`config.mk`:
```
export PLATFORM = sky130hd
export DESIGN_NAME = instruction_cache
export DESIGN_NICKNAME = d
export VERILOG_FILES = /design/src/rtl/icache_pkg.sv /design/src/rtl/icache_line_array.sv /design/src/rtl/instruction_cache.sv
export SDC_FILE = /design/constraint.sdc
export NUM_CORES = 1
export LEC_CHECK = 0
export CELL_PAD_IN_SITES_DETAIL_PLACEMENT = 2
export CELL_PAD_IN_SITES_GLOBAL_PLACEMENT = 2
export CORE_MARGIN = 4
export CORE_UTILIZATION = 55
export CTS_BUF_LIST = sky130_fd_sc_hd__clkbuf_2 sky130_fd_sc_hd__clkbuf_4 sky130_fd_sc_hd__clkbuf_8
export CTS_CLUSTER_DIAMETER = 150
export CTS_CLUSTER_SIZE = 40
export DETAILED_ROUTE_END_ITERATION = 16
export HOLD_SLACK_MARGIN = 0.05
export PLACE_DENSITY = 0.95
export SETUP_SLACK_MARGIN = 0.3
export SYNTH_ARGS = -nofsm -noshare
export SYNTH_HDL_FRONTEND = slang
export SYNTH_SLANG_ARGS = --single-unit
```
`constraint.sdc`:
```
create_clock -name CLK -period 23 [get_ports CLK]
set_input_delay 3.45 -clock CLK [delete_from_list [all_inputs] [get_ports CLK]]
set_output_delay 3.45 -clock CLK [all_outputs]
set_load 0.005 [all_outputs]
```
`src/rtl/icache_pkg.sv`:
```
// icache_pkg
// Shared definitions for the instruction cache: FSM state encoding, the NOP
// returned when no instruction is available, and address-field width helpers.
package icache_pkg;

  typedef enum logic [1:0] {
    IDLE   = 2'd0,
    FETCH  = 2'd1,
    UPDATE = 2'd2
  } state_t;

  localparam logic [31:0] NOP_INSTR = 32'h0000_0013;

  function automatic int offset_w(input int block_words);
    return $clog2(block_words);
  endfunction

  function automatic int index_w(input int num_sets);
    return $clog2(num_sets);
  endfunction

  function automatic int tag_w(input int num_sets, input int block_words);
    return 32 - 2 - $clog2(num_sets) - $clog2(block_words);
  endfunction

endpackage

```
`src/rtl/icache_line_array.sv`:
```
// icache_line_array
// Valid/tag/data storage for the direct-mapped instruction cache.
// Ports:
//   CLK, RESET          clock, async active-low reset (clears valid bits only)
//   rd_index            combinational read port -> rd_valid, rd_tag, rd_block
//   wr_en, wr_index,    synchronous line write; sets the line's valid bit
//   wr_tag, wr_block
module icache_line_array
  import icache_pkg::*;
#(
  parameter int NUM_SETS    = 8,
  parameter int BLOCK_WORDS = 4,
  parameter int TAG_W       = 25
) (
  input  logic                                 CLK,
  input  logic                                 RESET,
  input  logic [index_w(NUM_SETS)-1:0]         rd_index,
  output logic                                 rd_valid,
  output logic [TAG_W-1:0]                     rd_tag,
  output logic [BLOCK_WORDS-1:0][31:0]         rd_block,
  input  logic                                 wr_en,
  input  logic [index_w(NUM_SETS)-1:0]         wr_index,
  input  logic [TAG_W-1:0]                     wr_tag,
  input  logic [BLOCK_WORDS-1:0][31:0]         wr_block
);

  logic [NUM_SETS-1:0]          valid;
  logic [TAG_W-1:0]             tags [NUM_SETS];
  logic [BLOCK_WORDS-1:0][31:0] data [NUM_SETS];

  // Only valid bits need reset; tag/data contents are qualified by valid.
  always_ff @(posedge CLK or negedge RESET) begin
    if (!RESET) begin
      valid <= '0;
    end else if (wr_en) begin
      valid[wr_index] <= 1'b1;
    end
  end

  always_ff @(posedge CLK) begin
    if (wr_en) begin
      tags[wr_index] <= wr_tag;
      data[wr_index] <= wr_block;
    end
  end

  assign rd_valid = valid[rd_index];
  assign rd_tag   = tags[rd_index];
  assign rd_block = data[rd_index];

endmodule

```
`src/rtl/instruction_cache.sv`:
```
// instruction_cache
// Direct-mapped read-only instruction cache. Hits return in the request
// cycle; a miss stalls the pipeline, reads the whole block from memory and
// writes it into the line array, after which the request completes as a hit.
// Ports:
//   CLK, RESET              clock, async active-low reset
//   ADDRESS, insReadEn      fetch byte address and request
//   INSTRUCTION             fetched word (NOP when nothing is served)
//   INS_CACHE_BUSY_WAIT     stall to the CPU
//   MEM_READ, MEM_ADDRESS   block read request / block address to memory
//   MEM_READDATA            returned block, word 0 in bits [31:0]
//   MEM_BUSYWAIT            memory busy; data valid the cycle it is low
//   HIT_COUNT, MISS_COUNT   saturating counters, only with ICACHE_PERF_CNT_EN
//
// state  | meaning
// IDLE   | lookup; hit served combinationally, miss latches block address
// FETCH  | MEM_READ high until memory drops busy, then block captured
// UPDATE | captured block, tag and valid written to the latched line
module instruction_cache
  import icache_pkg::*;
#(
  parameter int NUM_SETS    = 8,
  parameter int BLOCK_WORDS = 4
) (
  input  logic                                  CLK,
  input  logic                                  RESET,
  input  logic [31:0]                           ADDRESS,
  input  logic                                  insReadEn,
  output logic [31:0]                           INSTRUCTION,
  output logic                                  INS_CACHE_BUSY_WAIT,
  output logic                                  MEM_READ,
  output logic [32-offset_w(BLOCK_WORDS)-3:0]   MEM_ADDRESS,
  input  logic [32*BLOCK_WORDS-1:0]             MEM_READDATA,
  input  logic                                  MEM_BUSYWAIT
`ifdef ICACHE_PERF_CNT_EN
  ,
  output logic [31:0]                           HIT_COUNT,
  output logic [31:0]                           MISS_COUNT
`endif
);

  localparam int OFF_W = offset_w(BLOCK_WORDS);
  localparam int IDX_W = index_w(NUM_SETS);
  localparam int TAG_W = tag_w(NUM_SETS, BLOCK_WORDS);
  localparam int BLK_W = 32 - OFF_W - 2;

  state_t state, state_nxt;

  logic [BLK_W-1:0]             req_blk;
  logic [OFF_W-1:0]             req_off;
  logic [IDX_W-1:0]             req_idx;
  logic [TAG_W-1:0]             req_tag;
  logic                         unused_byte_sel;

  logic [BLK_W-1:0]             miss_blk;
  logic [BLOCK_WORDS-1:0][31:0] fill_block;

  logic                         rd_valid;
  logic [TAG_W-1:0]             rd_tag;
  logic [BLOCK_WORDS-1:0][31:0] rd_block;
  logic                         hit;
  logic                         miss_start;
  logic                         wr_en;

  assign req_blk         = ADDRESS[31:OFF_W+2];
  assign req_off         = ADDRESS[OFF_W+1:2];
  assign req_idx         = req_blk[IDX_W-1:0];
  assign req_tag         = req_blk[BLK_W-1:IDX_W];
  assign unused_byte_sel = ^ADDRESS[1:0];

  icache_line_array #(
    .NUM_SETS    (NUM_SETS),
    .BLOCK_WORDS (BLOCK_WORDS),
    .TAG_W       (TAG_W)
  ) u_lines (
    .CLK      (CLK),
    .RESET    (RESET),
    .rd_index (req_idx),
    .rd_valid (rd_valid),
    .rd_tag   (rd_tag),
    .rd_block (rd_block),
    .wr_en    (wr_en),
    .wr_index (miss_blk[IDX_W-1:0]),
    .wr_tag   (miss_blk[BLK_W-1:IDX_W]),
    .wr_block (fill_block)
  );

  assign hit        = insReadEn & rd_valid & (rd_tag == req_tag);
  assign miss_start = (state == IDLE) & insReadEn & ~hit;

  always_ff @(posedge CLK or negedge RESET) begin
    if (!RESET) begin
      state      <= IDLE;
      miss_blk   <= '0;
      fill_block <= '0;
    end else begin
      state <= state_nxt;
      if (miss_start) miss_blk <= req_blk;
      if (state == FETCH && !MEM_BUSYWAIT) fill_block <= MEM_READDATA;
    end
  end

  always_comb begin
    state_nxt           = state;
    INSTRUCTION         = NOP_INSTR;
    INS_CACHE_BUSY_WAIT = 1'b0;
    MEM_READ            = 1'b0;
    wr_en               = 1'b0;
    unique case (state)
      IDLE: begin
        if (hit) INSTRUCTION = rd_block[req_off];
        INS_CACHE_BUSY_WAIT = miss_start;
        if (miss_start) state_nxt = FETCH;
      end
      FETCH: begin
        INS_CACHE_BUSY_WAIT = 1'b1;
        MEM_READ            = 1'b1;
        if (!MEM_BUSYWAIT) state_nxt = UPDATE;
      end
      UPDATE: begin
        INS_CACHE_BUSY_WAIT = 1'b1;
        wr_en               = 1'b1;
        state_nxt           = IDLE;
      end
      default: state_nxt = IDLE;
    endcase
  end

  // Address register is cleared by reset, so MEM_ADDRESS reads 0 out of reset.
  assign MEM_ADDRESS = miss_blk;

`ifdef ICACHE_PERF_CNT_EN
  always_ff @(posedge CLK or negedge RESET) begin
    if (!RESET) begin
      HIT_COUNT  <= '0;
      MISS_COUNT <= '0;
    end else begin
      if (state == IDLE && hit && HIT_COUNT != 32'hFFFF_FFFF)
        HIT_COUNT <= HIT_COUNT + 32'd1;
      if (miss_start && MISS_COUNT != 32'hFFFF_FFFF)
        MISS_COUNT <= MISS_COUNT + 32'd1;
    end
  end
`endif

endmodule
```
==> results.yml <==
synthesis:
  syn_area_mm2: 0.0530
  yosysWarnings: 0
  syn_area_per_cell_um2: 23.6
  synthesis.nets: 2413
  ys_seq_elements: 1390
  synth_edf_count: 1224
  netlist-cell-type-count: 45
  synth_flop_cell: "edfxtp_1"
  ys_seq_area_frac: 0.772
  synthArstFlopShare: 0.119
  synth_cells: 2245
die:
  io_pins: 226
  core.rowCount: 113
  dieWidth_um: 318
  coreArea_mm2: 0.0953
  fp.dieH_um: 318
  die-area_mm2: 0.101
  start_util: 0.556
clock_tree:
  clk_latency_ns: 0.79
  cts_sinks: 1390
  cts_max_path_buffers: 3
  path_clk_slew_ns: 0.24
  h-tree-depth: 2
  cts_tree: "built"
  cts_resized: 0
  root_buffer: "clkbuf_8"
  cts_setup_buffers: 0
  numCtsBuffers: 40
  cts_hold_buf: 0
finish:
  final-seq-area_mm2: 0.0409
  layout_common_cells: "edfxtp_1, mux4_2, clkdlybuf4s50_1"
  area_delta_synth_final_pct: 8.38
  finalNonFillerCells: 3726
  final_common_cell: "edfxtp_1"
  drive_above_1_share: 0.252
  finalNetCount: 2597
  final_util: 0.602
  multiInputGateArea_mm2: 0.0116
  fillers: 7332
worst_setup_path:
  cpMaxStageDelayCell: "buf_4"
  path_max_fanout: 104
  path_cells: "buf_8 > buf_4 > mux2_2 > o22ai_1 > or3_1 > nand4_1 > nor4_1 > and4_1 > nand2_2 > a211o_1 > clkdlybuf4s50_1"
  path_class: "in2out"
  crit_arrival_ns: 9.05
  cpPeakStageDelay_ns: 0.89
  crit_required_ns: 19.55
  start_kind: "primary input"
  endpoint_kind: "output port"
place:
  routabilityCongestion: 0.729
  placed_cells: 3652
  place_ws_ns: 10.53
  io_buffer_count: 223
  place_hpwl_um: 91500
status:
  status: "complete, no violations"
route:
  route.detailed.drc: 0
  wl_per_cell_um: 39.7
  detail_route.iter0.violations: 3132
  vias: 24800
  viasPerCell: 6.67
  totalWireLength_um: 148000
  wl_met3_um: 8660
  ant_nets: 0
  firstDrtPassIters: 5
  routedLengthMet1_um: 58200
  wl_met2_um: 77400
  top_layer: "met5"
global_routing:
  grt_pass1_vias: 26900
  grt_max_degree: 142
  grt_overflow_total: 0
  antenna_found_initial: 10
  track_usage: 0.294
  grt_pass1_wl_um: 214000
timing:
  rsz0062_at_grt: "false"
  fin_crit_ns: 12.50
  finalSetupViolations: 0
  drv_slew: 0
  fmax_mhz: 80.0
  max-slew-margin-rel: 0.211
  hold_viol_final: 0
  tightest_slew_ns: 1.18
  skew_ns: 0.0431
  post-route-period-util: 0.543
  tns_ns: 0
  fin_ws_ns: 10.50
pwr:
  ir_drop_mv: 0.109
  leakage_nw: 18.2
  power.density_mw_per_mm2: 96.9
job:
  cap_violations: 0
hold_path:
  worstHoldPathType: "reg2reg"
## logic make-up (layout without fill, tap and decap cells)
kind of cell	count (synthesis)	after routing	share of synthesized area
muxes	591	591	0.199
and+or+nand+nor	89	89	0.00895
adders and majority gates	4	4	0.000945
AOI/OAI and AO/OA	38	38	0.00534
other	0	4	0
DFF	1390	1390	0.772
xor gates and xnor gates	17	17	0.00281
buffers and inverters	116	328	0.0103
## state kept, by name, indices dropped and copies added (netlist names)
| signal | flops |
|---|---|
| MEM_ADDRESS | 28 |
| fill_block | 128 |
| state | 2 |
| u_lines.data | 1024 |
| u_lines.tags | 200 |
| u_lines.valid | 8 |
## report_power, final
group	switching, mW	internal (mW)	total [mW]
clock	0.681	0.215	0.896
combinational	0.400	0.356	0.757
sequential	0.482	3.43	3.91
## layout make-up
cell class,count,area share
tap,1265,0.0276
sequential,1390,0.713
clock inverter,1,0.000196
multi-input combinational,739,0.202
inverter,4,0.000262
clock buffer,69,0.0135
timing repair buffer,254,0.0440
antenna,4,0.000174
## synth_stat cells (all sizes together) (4+ instances only)
cell    instances  area [µm²]
o22ai           5        31.3
nand2           9        41.3
clkbuf         46         173
edfxtp       1224       36800
ha              4        50.1
a22oi          12        90.1
dfrtp         166        4150
xnor2           7        61.3
and3            5        31.3
mux2          163        1840
a21oi           8        40.0
nand2b          5        31.3
or2             8        50.1
nor4            4        52.6
buf            66         359
mux4          354        7970
nor2b           8        50.1
inv             4        15.0
nor2           39         146
xor2           10        87.6
mux2i          74         741
## metrics by stage
step                power (mW)  hold WS (ns)  cell area [µm²]
floorplan                 4.19         0.434            53000
global placement          4.47         0.446            56600
detailed placement        4.73         0.466            56600
CTS                       5.59         0.522            57400
global route              5.78         0.558            57400
finish                    5.56         0.536            57400
## worst paths after layout
check | startpoint | slack (ns) | end | cells after the start
min in group asynchronous | RESET | 2.64 | fill_block[91] | 1
max in group asynchronous | RESET | 18.10 | MEM_ADDRESS[6] | 3
worst max-delay path | ADDRESS[5] | 10.50 | INSTRUCTION[4] | 11
worst min register to register | u_lines.valid[4] | 0.54 | u_lines.valid[4] | 1
worst max register to register | state[0] | 18.79 | u_lines.data[5][91] | 6
worst min-delay path | u_lines.valid[4] | 0.54 | u_lines.valid[4] | 1
## routing by layer
layer / up-vias / global-route usage
met3: 173 / 0.0394
met1: 13900 / 0.406
li1: 9697 / -
met5: - / 0
met4: 8 / 0.0714
met2: 1094 / 0.506
## worst max-delay path, delay by kind of cell
kind / cells / cell delay, ns
and+or+nand+nor: 5 / 2.12
buffers and inverters: 3 / 2.09
AOI/OAI and AO/OA: 2 / 0.74
muxes: 1 / 0.42
(Power assumes the default switching activity.)
